### config.mk
export PLATFORM = sky130hd
export DESIGN_NAME = tcp_rt_timer
export DESIGN_NICKNAME = d
export VERILOG_FILES = /design/src/rtl/tcp_pkg.sv /design/src/rtl/tcp_rt_timer_scan.sv /design/src/rtl/tcp_rt_timer.sv
export SDC_FILE = /design/constraint.sdc
export NUM_CORES = 1
export LEC_CHECK = 0
export BUFFER_PORTS_ARGS = -buffer_cell sky130_fd_sc_hd__buf_2
export CAP_MARGIN = 0
export CORE_ASPECT_RATIO = 2
export CORE_MARGIN = 2
export CORE_UTILIZATION = 57
export CTS_CLUSTER_SIZE = 16
export DETAILED_ROUTE_END_ITERATION = 10
export PLACE_DENSITY = 0.77
export SLEW_MARGIN = 20
export SYNTH_ARGS = -nofsm -noshare
export SYNTH_HDL_FRONTEND = slang
export SYNTH_SLANG_ARGS = --single-unit
### constraint.sdc
create_clock -name clk -period 5.7 [get_ports clk]
set_input_delay 1.14 -clock clk [delete_from_list [all_inputs] [get_ports clk]]
set_output_delay 1.14 -clock clk [all_outputs]
set_load 0.01 [all_outputs]
### src/rtl/tcp_pkg.sv
// Shared TCP engine definitions.
// Holds the flow and timestamp widths, the per-flow retransmission timer
// entry, the default timeout, and the retransmission scanner state enum.
package tcp_pkg;

  localparam int          MAX_TCP_FLOWS     = 8;
  localparam int          FLOWID_W          = 3;
  localparam int          TIMESTAMP_W       = 64;
  localparam int unsigned RT_TIMEOUT_CYCLES = 32'd250000000;

  // One retransmission timer per flow. The timestamp holds the value of `now`
  // when the timer was last armed. It only has meaning while timer_armed = 1.
  typedef struct packed {
    logic [TIMESTAMP_W-1:0] timestamp;
    logic                   timer_armed;
  } tx_ack_timer_struct;

  typedef enum logic {
    SCAN = 1'b0,
    HOLD = 1'b1
  } rt_timer_state_e;

endpackage

### src/rtl/tcp_rt_timer_scan.sv
// Round-robin expiry scanner for the retransmission timer table.
// Each cycle it evaluates one entry in SCAN. It latches an expired flow and
// holds the notification in HOLD until the consumer accepts it.
// Ports:
//   clk, rst_n             clock, asynchronous active-low reset
//   now                    free-running cycle count from the top
//   entry                  table entry currently addressed by scan_ptr
//   arm_val/arm_flowid     arm request seen this cycle (collision check)
//   scan_ptr               entry index the top must present on `entry`
//   clr_val/clr_flowid     clear-on-expire request to the table
//   timeout_val/_flowid    expired-flow notification
//   timeout_rdy            consumer accepts the notification
module tcp_rt_timer_scan
  import tcp_pkg::*;
#(
  parameter int          NUM_FLOWS      = MAX_TCP_FLOWS,
  parameter int unsigned TIMEOUT_CYCLES = RT_TIMEOUT_CYCLES
) (
  input  logic                   clk,
  input  logic                   rst_n,
  input  logic [TIMESTAMP_W-1:0] now,
  input  tx_ack_timer_struct     entry,
  input  logic                   arm_val,
  input  logic [FLOWID_W-1:0]    arm_flowid,
  output logic [FLOWID_W-1:0]    scan_ptr,
  output logic                   clr_val,
  output logic [FLOWID_W-1:0]    clr_flowid,
  output logic                   timeout_val,
  output logic [FLOWID_W-1:0]    timeout_flowid,
  input  logic                   timeout_rdy
);

  localparam logic [TIMESTAMP_W-1:0] TIMEOUT_TS = TIMESTAMP_W'(TIMEOUT_CYCLES);
  localparam logic [FLOWID_W-1:0]    LAST_PTR   = FLOWID_W'(NUM_FLOWS - 1);

  rt_timer_state_e       state_q, state_d;
  logic [FLOWID_W-1:0]   scan_ptr_q, scan_ptr_d;
  logic                  timeout_val_q, timeout_val_d;
  logic [FLOWID_W-1:0]   timeout_flowid_q, timeout_flowid_d;

  logic [TIMESTAMP_W-1:0] age;
  logic                   expired;
  logic                   arm_hit;

  // The unsigned modular difference gives the correct age across a wrap of `now`.
  assign age     = now - entry.timestamp;
  assign expired = entry.timer_armed && (age >= TIMEOUT_TS);
  // An arm to the flow under evaluation restarts its timer. The expire is dropped.
  assign arm_hit = arm_val && (arm_flowid == scan_ptr_q);

  always_comb begin
    state_d          = state_q;
    scan_ptr_d       = scan_ptr_q;
    timeout_val_d    = timeout_val_q;
    timeout_flowid_d = timeout_flowid_q;
    clr_val          = 1'b0;

    unique case (state_q)
      SCAN: begin
        scan_ptr_d = (scan_ptr_q == LAST_PTR) ? '0 : scan_ptr_q + 1'b1;
        if (expired && !arm_hit) begin
          clr_val          = 1'b1;
          timeout_val_d    = 1'b1;
          timeout_flowid_d = scan_ptr_q;
          state_d          = HOLD;
        end
      end
      HOLD: begin
        if (timeout_rdy) begin
          timeout_val_d = 1'b0;
          state_d       = SCAN;
        end
      end
      default: state_d = SCAN;
    endcase
  end

  always_ff @(posedge clk or negedge rst_n) begin
    if (!rst_n) begin
      state_q          <= SCAN;
      scan_ptr_q       <= '0;
      timeout_val_q    <= 1'b0;
      timeout_flowid_q <= '0;
    end else begin
      state_q          <= state_d;
      scan_ptr_q       <= scan_ptr_d;
      timeout_val_q    <= timeout_val_d;
      timeout_flowid_q <= timeout_flowid_d;
    end
  end

  assign scan_ptr       = scan_ptr_q;
  assign clr_flowid     = scan_ptr_q;
  assign timeout_val    = timeout_val_q;
  assign timeout_flowid = timeout_flowid_q;

endmodule

### src/rtl/tcp_rt_timer.sv
// Per-flow TCP retransmission timer.
// The TX path arms a flow when it sends a segment. The RX ACK path disarms the
// flow when new data is acknowledged. A round-robin scanner reports expired
// flows to the retransmit engine over a valid/ready interface.
// Ports:
//   clk, rst_n                   clock, asynchronous active-low reset
//   arm_val/arm_flowid           arm or re-arm a flow (always accepted)
//   disarm_val/disarm_flowid     disarm a flow (always accepted)
//   timeout_val/timeout_flowid   expired-flow notification
//   timeout_rdy                  consumer accepts the notification
//   now                          free-running 64-bit cycle counter
module tcp_rt_timer
  import tcp_pkg::*;
#(
  parameter int          NUM_FLOWS      = MAX_TCP_FLOWS,
  parameter int unsigned TIMEOUT_CYCLES = RT_TIMEOUT_CYCLES
) (
  input  logic                   clk,
  input  logic                   rst_n,
  input  logic                   arm_val,
  input  logic [FLOWID_W-1:0]    arm_flowid,
  input  logic                   disarm_val,
  input  logic [FLOWID_W-1:0]    disarm_flowid,
  output logic                   timeout_val,
  output logic [FLOWID_W-1:0]    timeout_flowid,
  input  logic                   timeout_rdy,
  output logic [TIMESTAMP_W-1:0] now
);

  logic [TIMESTAMP_W-1:0] now_q, now_d;
  tx_ack_timer_struct     tbl_q [NUM_FLOWS];
  tx_ack_timer_struct     tbl_d [NUM_FLOWS];

  logic [FLOWID_W-1:0]    scan_ptr;
  logic                   clr_val;
  logic [FLOWID_W-1:0]    clr_flowid;
  tx_ack_timer_struct     scan_entry;

  assign now_d      = now_q + 1'b1;
  assign scan_entry = tbl_q[scan_ptr];

  tcp_rt_timer_scan #(
    .NUM_FLOWS      (NUM_FLOWS),
    .TIMEOUT_CYCLES (TIMEOUT_CYCLES)
  ) u_scan (
    .clk            (clk),
    .rst_n          (rst_n),
    .now            (now_q),
    .entry          (scan_entry),
    .arm_val        (arm_val),
    .arm_flowid     (arm_flowid),
    .scan_ptr       (scan_ptr),
    .clr_val        (clr_val),
    .clr_flowid     (clr_flowid),
    .timeout_val    (timeout_val),
    .timeout_flowid (timeout_flowid),
    .timeout_rdy    (timeout_rdy)
  );

  // Write priority per flow: arm, then disarm, then the scanner's clear-on-expire.
  always_comb begin
    for (int i = 0; i < NUM_FLOWS; i++) begin
      tbl_d[i] = tbl_q[i];
      if (arm_val && (arm_flowid == FLOWID_W'(i))) begin
        tbl_d[i].timestamp   = now_q;
        tbl_d[i].timer_armed = 1'b1;
      end else if (disarm_val && (disarm_flowid == FLOWID_W'(i))) begin
        tbl_d[i].timer_armed = 1'b0;
      end else if (clr_val && (clr_flowid == FLOWID_W'(i))) begin
        tbl_d[i].timer_armed = 1'b0;
      end
    end
  end

  always_ff @(posedge clk or negedge rst_n) begin
    if (!rst_n) begin
      now_q <= '0;
      for (int i = 0; i < NUM_FLOWS; i++) begin
        tbl_q[i] <= '0;
      end
    end else begin
      now_q <= now_d;
      for (int i = 0; i < NUM_FLOWS; i++) begin
        tbl_q[i] <= tbl_d[i];
      end
    end
  end

  assign now = now_q;

endmodule

== Word level (Yosys, flattened, before mapping) ==
Cells that the tools add are included.
Storage, ports and cells
  bits in registers: 592
  input bits: 11
  output and inout bits: 68
  word-level logic and storage cells: 128
Cells by class
  mux-type cells: 35
  bitwise gates (word level): 2
  $lt $le $gt $ge: 2
  $add $sub $neg: 3
  reduce and logical (&&, ||, !) cells: 41
  equality and inequality tests: 24
Operators with widths (count)
  $bmux 65 s3: 1
  $mux 65: 2
  $add 64x1->64 const B: 1
  $ge 64x28->1 const B: 1
  $sub 64x64->64: 1
  $eq 3x3->1 const B: 12
  $mux 1: 29
  $logic_and 1x1->1: 27
  $reduce_bool 3->1: 8
  $eq 3x2->1 const B: 6
  $eq 3x1->1 const B: 3
  $logic_not 3->1: 3
  $ge 4x4->1 const B: 1
  $not 3->4: 1
  $pmux 1 s2: 2
  $reduce_and 2->1: 2
  $add 3x1->3 const B: 1
  $eq 3x3->1: 1
  $mux 3: 1
  $ne 2x1->1 const B: 1
  $ne 2x2->1 const B: 1
  $logic_not 1->1: 1
  $not 1->1: 1

== Longest topological paths before layout ==
  word-level depth: 14
  gate-level depth with buffers: 19
  mapped depth without buffers: 16

== Cells and area by module ==
A second synthesis with hierarchy kept.
Second synthesis, totals
  cell total of the unflattened synthesis: 2557
  area total of the unflattened synthesis: 31744.2 µm²
By module, submodules not included
  tcp_rt_timer: cells an instance 1712, area each 26232.7 µm², seq. area each 14614.0 µm², times used 1
  tcp_rt_timer_scan: cells an instance 845, area each 5511.5 µm², seq. area each 200.2 µm², times used 1

== Worst setup path after synthesis ==
OpenSTA, ideal clock, no wires.
  path kind: flip-flop to flip-flop
  from: register u_scan.scan_ptr_q[0] (netlist: u_scan.clr_flowid[0])
  to: register u_scan.timeout_flowid_q[0] (netlist: u_scan.timeout_flowid[0])
  required time: 5.575 ns
  path buffers: 5
  clock period less this slack: 5.560 ns
  path slack: 0.140 ns
  data arrival time: 5.435 ns
  cell stages (with the launch flop): 20
  path through: dfrtp_1 -> buf_2 -> buf_1 -> buf_1 -> mux4_2 -> mux2i_1 -> ha_1 -> buf_2 -> a21oi_1 -> o21ai_0 -> a21oi_1 -> a21oi_2 -> nor3_2 -> mux2_4 -> or4_4 -> nor4b_2 -> and4_1 -> buf_6 -> a41oi_4 -> mux2_4
Between the ends
  longest elaborated chain between the ends: 9
  elaborated cells on any way between the ends: 12
  classes of those cells: add/sub: 1; order compare: 1; eq/ne: 1; mux: 3; bitwise: 1; reduce/logical: 5
Ends and longest elaborated chain
  from (decl): line tcp_rt_timer_scan.sv:37  | logic [FLOWID_W-1:0] scan_ptr_q, scan_ptr_d;
  from (signal assigned): line tcp_rt_timer_scan.sv:86  | scan_ptr_q <= scan_ptr_d;
  $not 3->4 (implied by the code): line tcp_rt_timer.sv:40  | assign scan_entry = tbl_q[scan_ptr];
  $bmux 65 s3: line tcp_rt_timer.sv:40
  $mux 65 (implied by the code) (2 in a row): line tcp_rt_timer.sv:40
  $sub 64x64->64: line tcp_rt_timer_scan.sv:46  | assign age = now - entry.timestamp;
  $ge 64x28->1: line tcp_rt_timer_scan.sv:47  | assign expired = entry.timer_armed && (age >= TIMEOUT_TS);
  $logic_and 1x1->1: line tcp_rt_timer_scan.sv:47
  $logic_and 1x1->1: line tcp_rt_timer_scan.sv:61  | if (expired && !arm_hit) begin
  $reduce_and 2->1 (no source line)
  to (signal assigned): line tcp_rt_timer_scan.sv:88  | timeout_flowid_q <= timeout_flowid_d;
  to (decl): line tcp_rt_timer_scan.sv:39  | logic [FLOWID_W-1:0] timeout_flowid_q, timeout_flowid_d;
Parallel ways exist; a longest one is shown, timed or not. The select of a mux whose other input is x is not followed.
A chain may end at the register's enable or synchronous reset.

== Final worst setup path ==
Same ends and word-level chain as after synthesis.

==> flow_metrics.py <==
metrics = {
    "hold_path": {
        "min_delay_path_depth": 2,
        "hp-class": "reg -> reg",
    },
    "detailed_routing": {
        "vias_per_cell": 6.55,
        "drc": 0,
        "wirelength_um": 81900,
        "wl_per_cell_um": 25.9,
        "drt_iter0_drc": 1385,
        "via_count": 20701,
        "dr.pass1.iters": 5,
        "drtAntennaViolNets": 0,
    },
    "place": {
        "place.gp.congestion": 1.02,
        "place_inst": 3063,
        "io_buffers": 78,
        "hpwl_um": 55000,
    },
    "finish": {
        "antenna_cells": 0,
        "layoutNonFillerInstCount": 3159,
        "fillers": 3930,
        "multi_input_area_um2": 15300,
        "seqCellArea_um2": 14800,
        "nNetsFinal": 2530,
        "drive_above_1_share": 0.362,
        "areaGrowthSynthToFinish_pct": 10.2,
    },
    "clock_tree": {
        "cts-root-buf": "clkbuf_16",
        "hold_buffers": 0,
        "cts_tree": "built",
        "numCtsBuffers": 51,
        "clockBufferDepth": 3,
        "cts.sinks": 592,
        "htree_levels": 2,
        "clock_latency_ns": 0.59,
        "clkTransAtPathRegs_ns": 0.07,
    },
    "setup_path": {
        "cp.depth": 15,
        "rr_worst_depth": 15,
        "cp_slowest_cell": "dfrtp_4",
        "criticalPathCategory": "reg -> reg",
        "cp_data_required_time_ns": 6.17,
        "path_cells": "buf_16 -> mux4_2 -> mux2i_1 -> ha_1 -> nand2_1 -> nor3_1 -> nand4_1 -> a311o_1 -> a21oi_1 -> a21boi_0 -> o21ai_0 -> xor2_1 -> nor2_2 -> a41oi_4 -> mux2_4",
        "critical_path.max_fanout": 22,
        "worstSetupStartpointType": "register",
        "max_stage_delay_ns": 0.57,
        "path_delay_family": "compound AO/OA/AOI/OAI gates",
        "crit_buf_inv": 1,
        "r2r_slack_ns": 0.19,
        "crit_arrival_ns": 5.98,
        "critPathCaptureType": "register",
    },
    "timing": {
        "timing.clock.skew_ns": 0.0149,
        "fmax_mhz": 181,
        "slew_headroom": 0.415,
        "setup-tns-final_ns": 0,
        "period_share": 0.967,
        "drv_slew": 0,
        "hold_violations": 0,
        "grt_setup_unrepaired": "no",
        "finalCriticalPeriod_ns": 5.51,
        "worstMarginPinSlew_ns": 0.870,
        "setup_viol": 0,
    },
    "die": {
        "row_count": 120,
        "placeableCoreArea_um2": 53600,
        "dieArea_um2": 56300,
        "die_h_um": 334,
        "start_util": 0.578,
        "num_io_pins": 79,
        "die_w_um": 169,
    },
    "power_and_ir_drop": {
        "powerDensity_nw_per_um2": 351,
        "leakage_uw": 0.0169,
        "vdd_ir_drop_max_uv": 360,
    },
    "synthesis": {
        "synthDominantCellAreaShare": 0.478,
        "synthFlopType": "dfrtp_1",
        "syn_nets": 2512,
        "synthTopCellsByArea": "dfrtp_1 48%, mux2_2 18%, mux4_2 9.5%",
        "yosysSeqAreaShare": 0.478,
        "synthArstFlopShare": 1.00,
        "synth_edf_count": 0,
        "synth-seq-cells": 592,
        "synth_cell_type_count": 81,
        "synth_top_cell_by_area": "dfrtp_1",
        "syn_avg_cell_area_um2": 12.7,
        "yosysWarnings": 0,
        "syn_area_um2": 31000,
        "postSynthCellCount": 2430,
    },
    "flow_run": {
        "maxCapViolCount": 0,
    },
    "global_routing": {
        "grt_max_degree": 156,
        "grtUsageTotal": 0.294,
        "grt_pass1_vias": 22314,
        "grt_pass1_wl_um": 128000,
        "antenna_found_initial": 0,
        "grt.overflow.total": 0,
    },
    "run_status": {
        "status": "finished, final reports clean",
    },
}
## sequential cells by signal, summed over array words and instances (netlist names)
| register | cells |
|---|---|
| u_scan.timeout_flowid | 3 |
| u_scan.timeout_val | 1 |
| u_scan.state_q | 1 |
| tbl_q | 520 |
| now | 64 |
| u_scan.clr_flowid | 3 |
## where the power goes
group	switching, uW	leakage, uW	internal [uW]
clock network	1560	0.000870	2160
logic	2130	0.00787	1670
registers	112	0.00812	4330
## worst paths after layout
check	startpoint	to
worst max-delay path	u_scan.clr_flowid[0]	u_scan.timeout_flowid[0]
worst min-delay path	tbl_q[125]	tbl_q[125]
worst max register to register	u_scan.clr_flowid[0]	u_scan.timeout_flowid[0]
worst min register to register	tbl_q[125]	tbl_q[125]
max in group asynchronous	rst_n	tbl_q[372]
min in group asynchronous	rst_n	tbl_q[84]
## kinds of logic after synthesis
kind of cell | count (synthesis) | synth area share
adder cells (fa/ha/maj) | 71 | 0.0289
AND/OR/NAND/NOR | 416 | 0.0676
multiplexers | 700 | 0.300
AO/OA/AOI/OAI | 334 | 0.0695
buffers and inverters | 218 | 0.0280
XOR/XNOR | 99 | 0.0280
flip-flops | 592 | 0.478
## synthesized netlist by cell type (all sizes together) (18+ instances only)
| master | instances |
|---|---|
| dfrtp | 592 |
| mux2 | 504 |
| clkbuf | 148 |
| nand2 | 142 |
| mux4 | 130 |
| a21oi | 98 |
| o21ai | 91 |
| nor2 | 78 |
| ha | 70 |
| xnor2 | 68 |
| mux2i | 66 |
| nand3 | 48 |
| buf | 46 |
| nand4 | 36 |
| xor2 | 31 |
| inv | 24 |
| nor3 | 23 |
| and3 | 19 |
| a21o | 18 |
## area by class of cell
type / instances / share of cell area
Tap cell: 671 / 0.0246
Inverter: 24 / 0.00271
Clock inverter: 19 / 0.00913
Clock buffer: 74 / 0.0432
Timing Repair Buffer: 159 / 0.0362
Multi-Input combinational cell: 1620 / 0.450
Sequential cell: 592 / 0.434
## placed cells by master, fill, tap and decap left out, drive strengths merged, types with 6 or more instances in the layout
cell type	n
a21boi	6
xnor2	68
mux2	504
nand2b	12
nor4	6
o211ai	11
nor2	78
a21o	18
a31oi	8
nand3	48
clkbuf	76
ha	70
a21oi	98
clkinv	8
o21bai	14
a211oi	10
o21ai	91
nand2	142
o31ai	12
bufinv	8
buf	157
nor3	23
o21a	10
nand4	36
and4	16
and2	10
mux4	130
inv	25
a221oi	7
dfrtp	592
mux2i	66
and3	19
xor2	31
a41oi	9
o2111ai	6
## worst register-to-register path, cell delays in order (launching register included)
cell and delay (ns):
dfrtp_4 0.57, buf_16 0.25, mux4_2 0.58, mux2i_1 0.34
ha_1 0.35, nand2_1 0.13, nor3_1 0.46, nand4_1 0.30
a311o_1 0.38, a21oi_1 0.43, a21boi_0 0.29, o21ai_0 0.30
xor2_1 0.13, nor2_2 0.31, a41oi_4 0.24, mux2_4 0.35
## per-layer routing
| layer | track usage | up-vias | share of wire | wire length [um] |
|---|---|---|---|---|
| met1 | 0.347 | 10847 | 0.38 | 31100 |
| met4 | 0.137 | 0 | 0.047 | 3890 |
| met2 | 0.534 | 617 | 0.54 | 43800 |
| met5 | 0 | - | 0 | 0 |
| met3 | 0.0324 | 213 | 0.037 | 3050 |
| li1 | - | 9024 | - | - |
## metrics by stage
| step | setup WS [ns] | area (um2) | util | hold slack [ns] | power, uW |
|---|---|---|---|---|---|
| finish | 0.190 | 34100 | 0.636 | 0.491 | 12000 |
| global route | 0.0203 | 34100 | 0.636 | 0.502 | 12400 |
| CTS | 0.0614 | 34000 | 0.634 | 0.491 | 11900 |
| detailed placement | 0.0824 | 32200 | 0.601 | 0.476 | 8200 |
| global placement | 0.0910 | 32200 | 0.601 | 0.458 | 8160 |
| floorplan | 0.140 | 31000 | - | 0.445 | 6970 |
## what timing repair did
item	4_1_cts	5_1_grt
gates resized for setup	0	9
setup buffers	0	1
setup endpoints to repair	0	13
(Power assumes the default switching activity.)
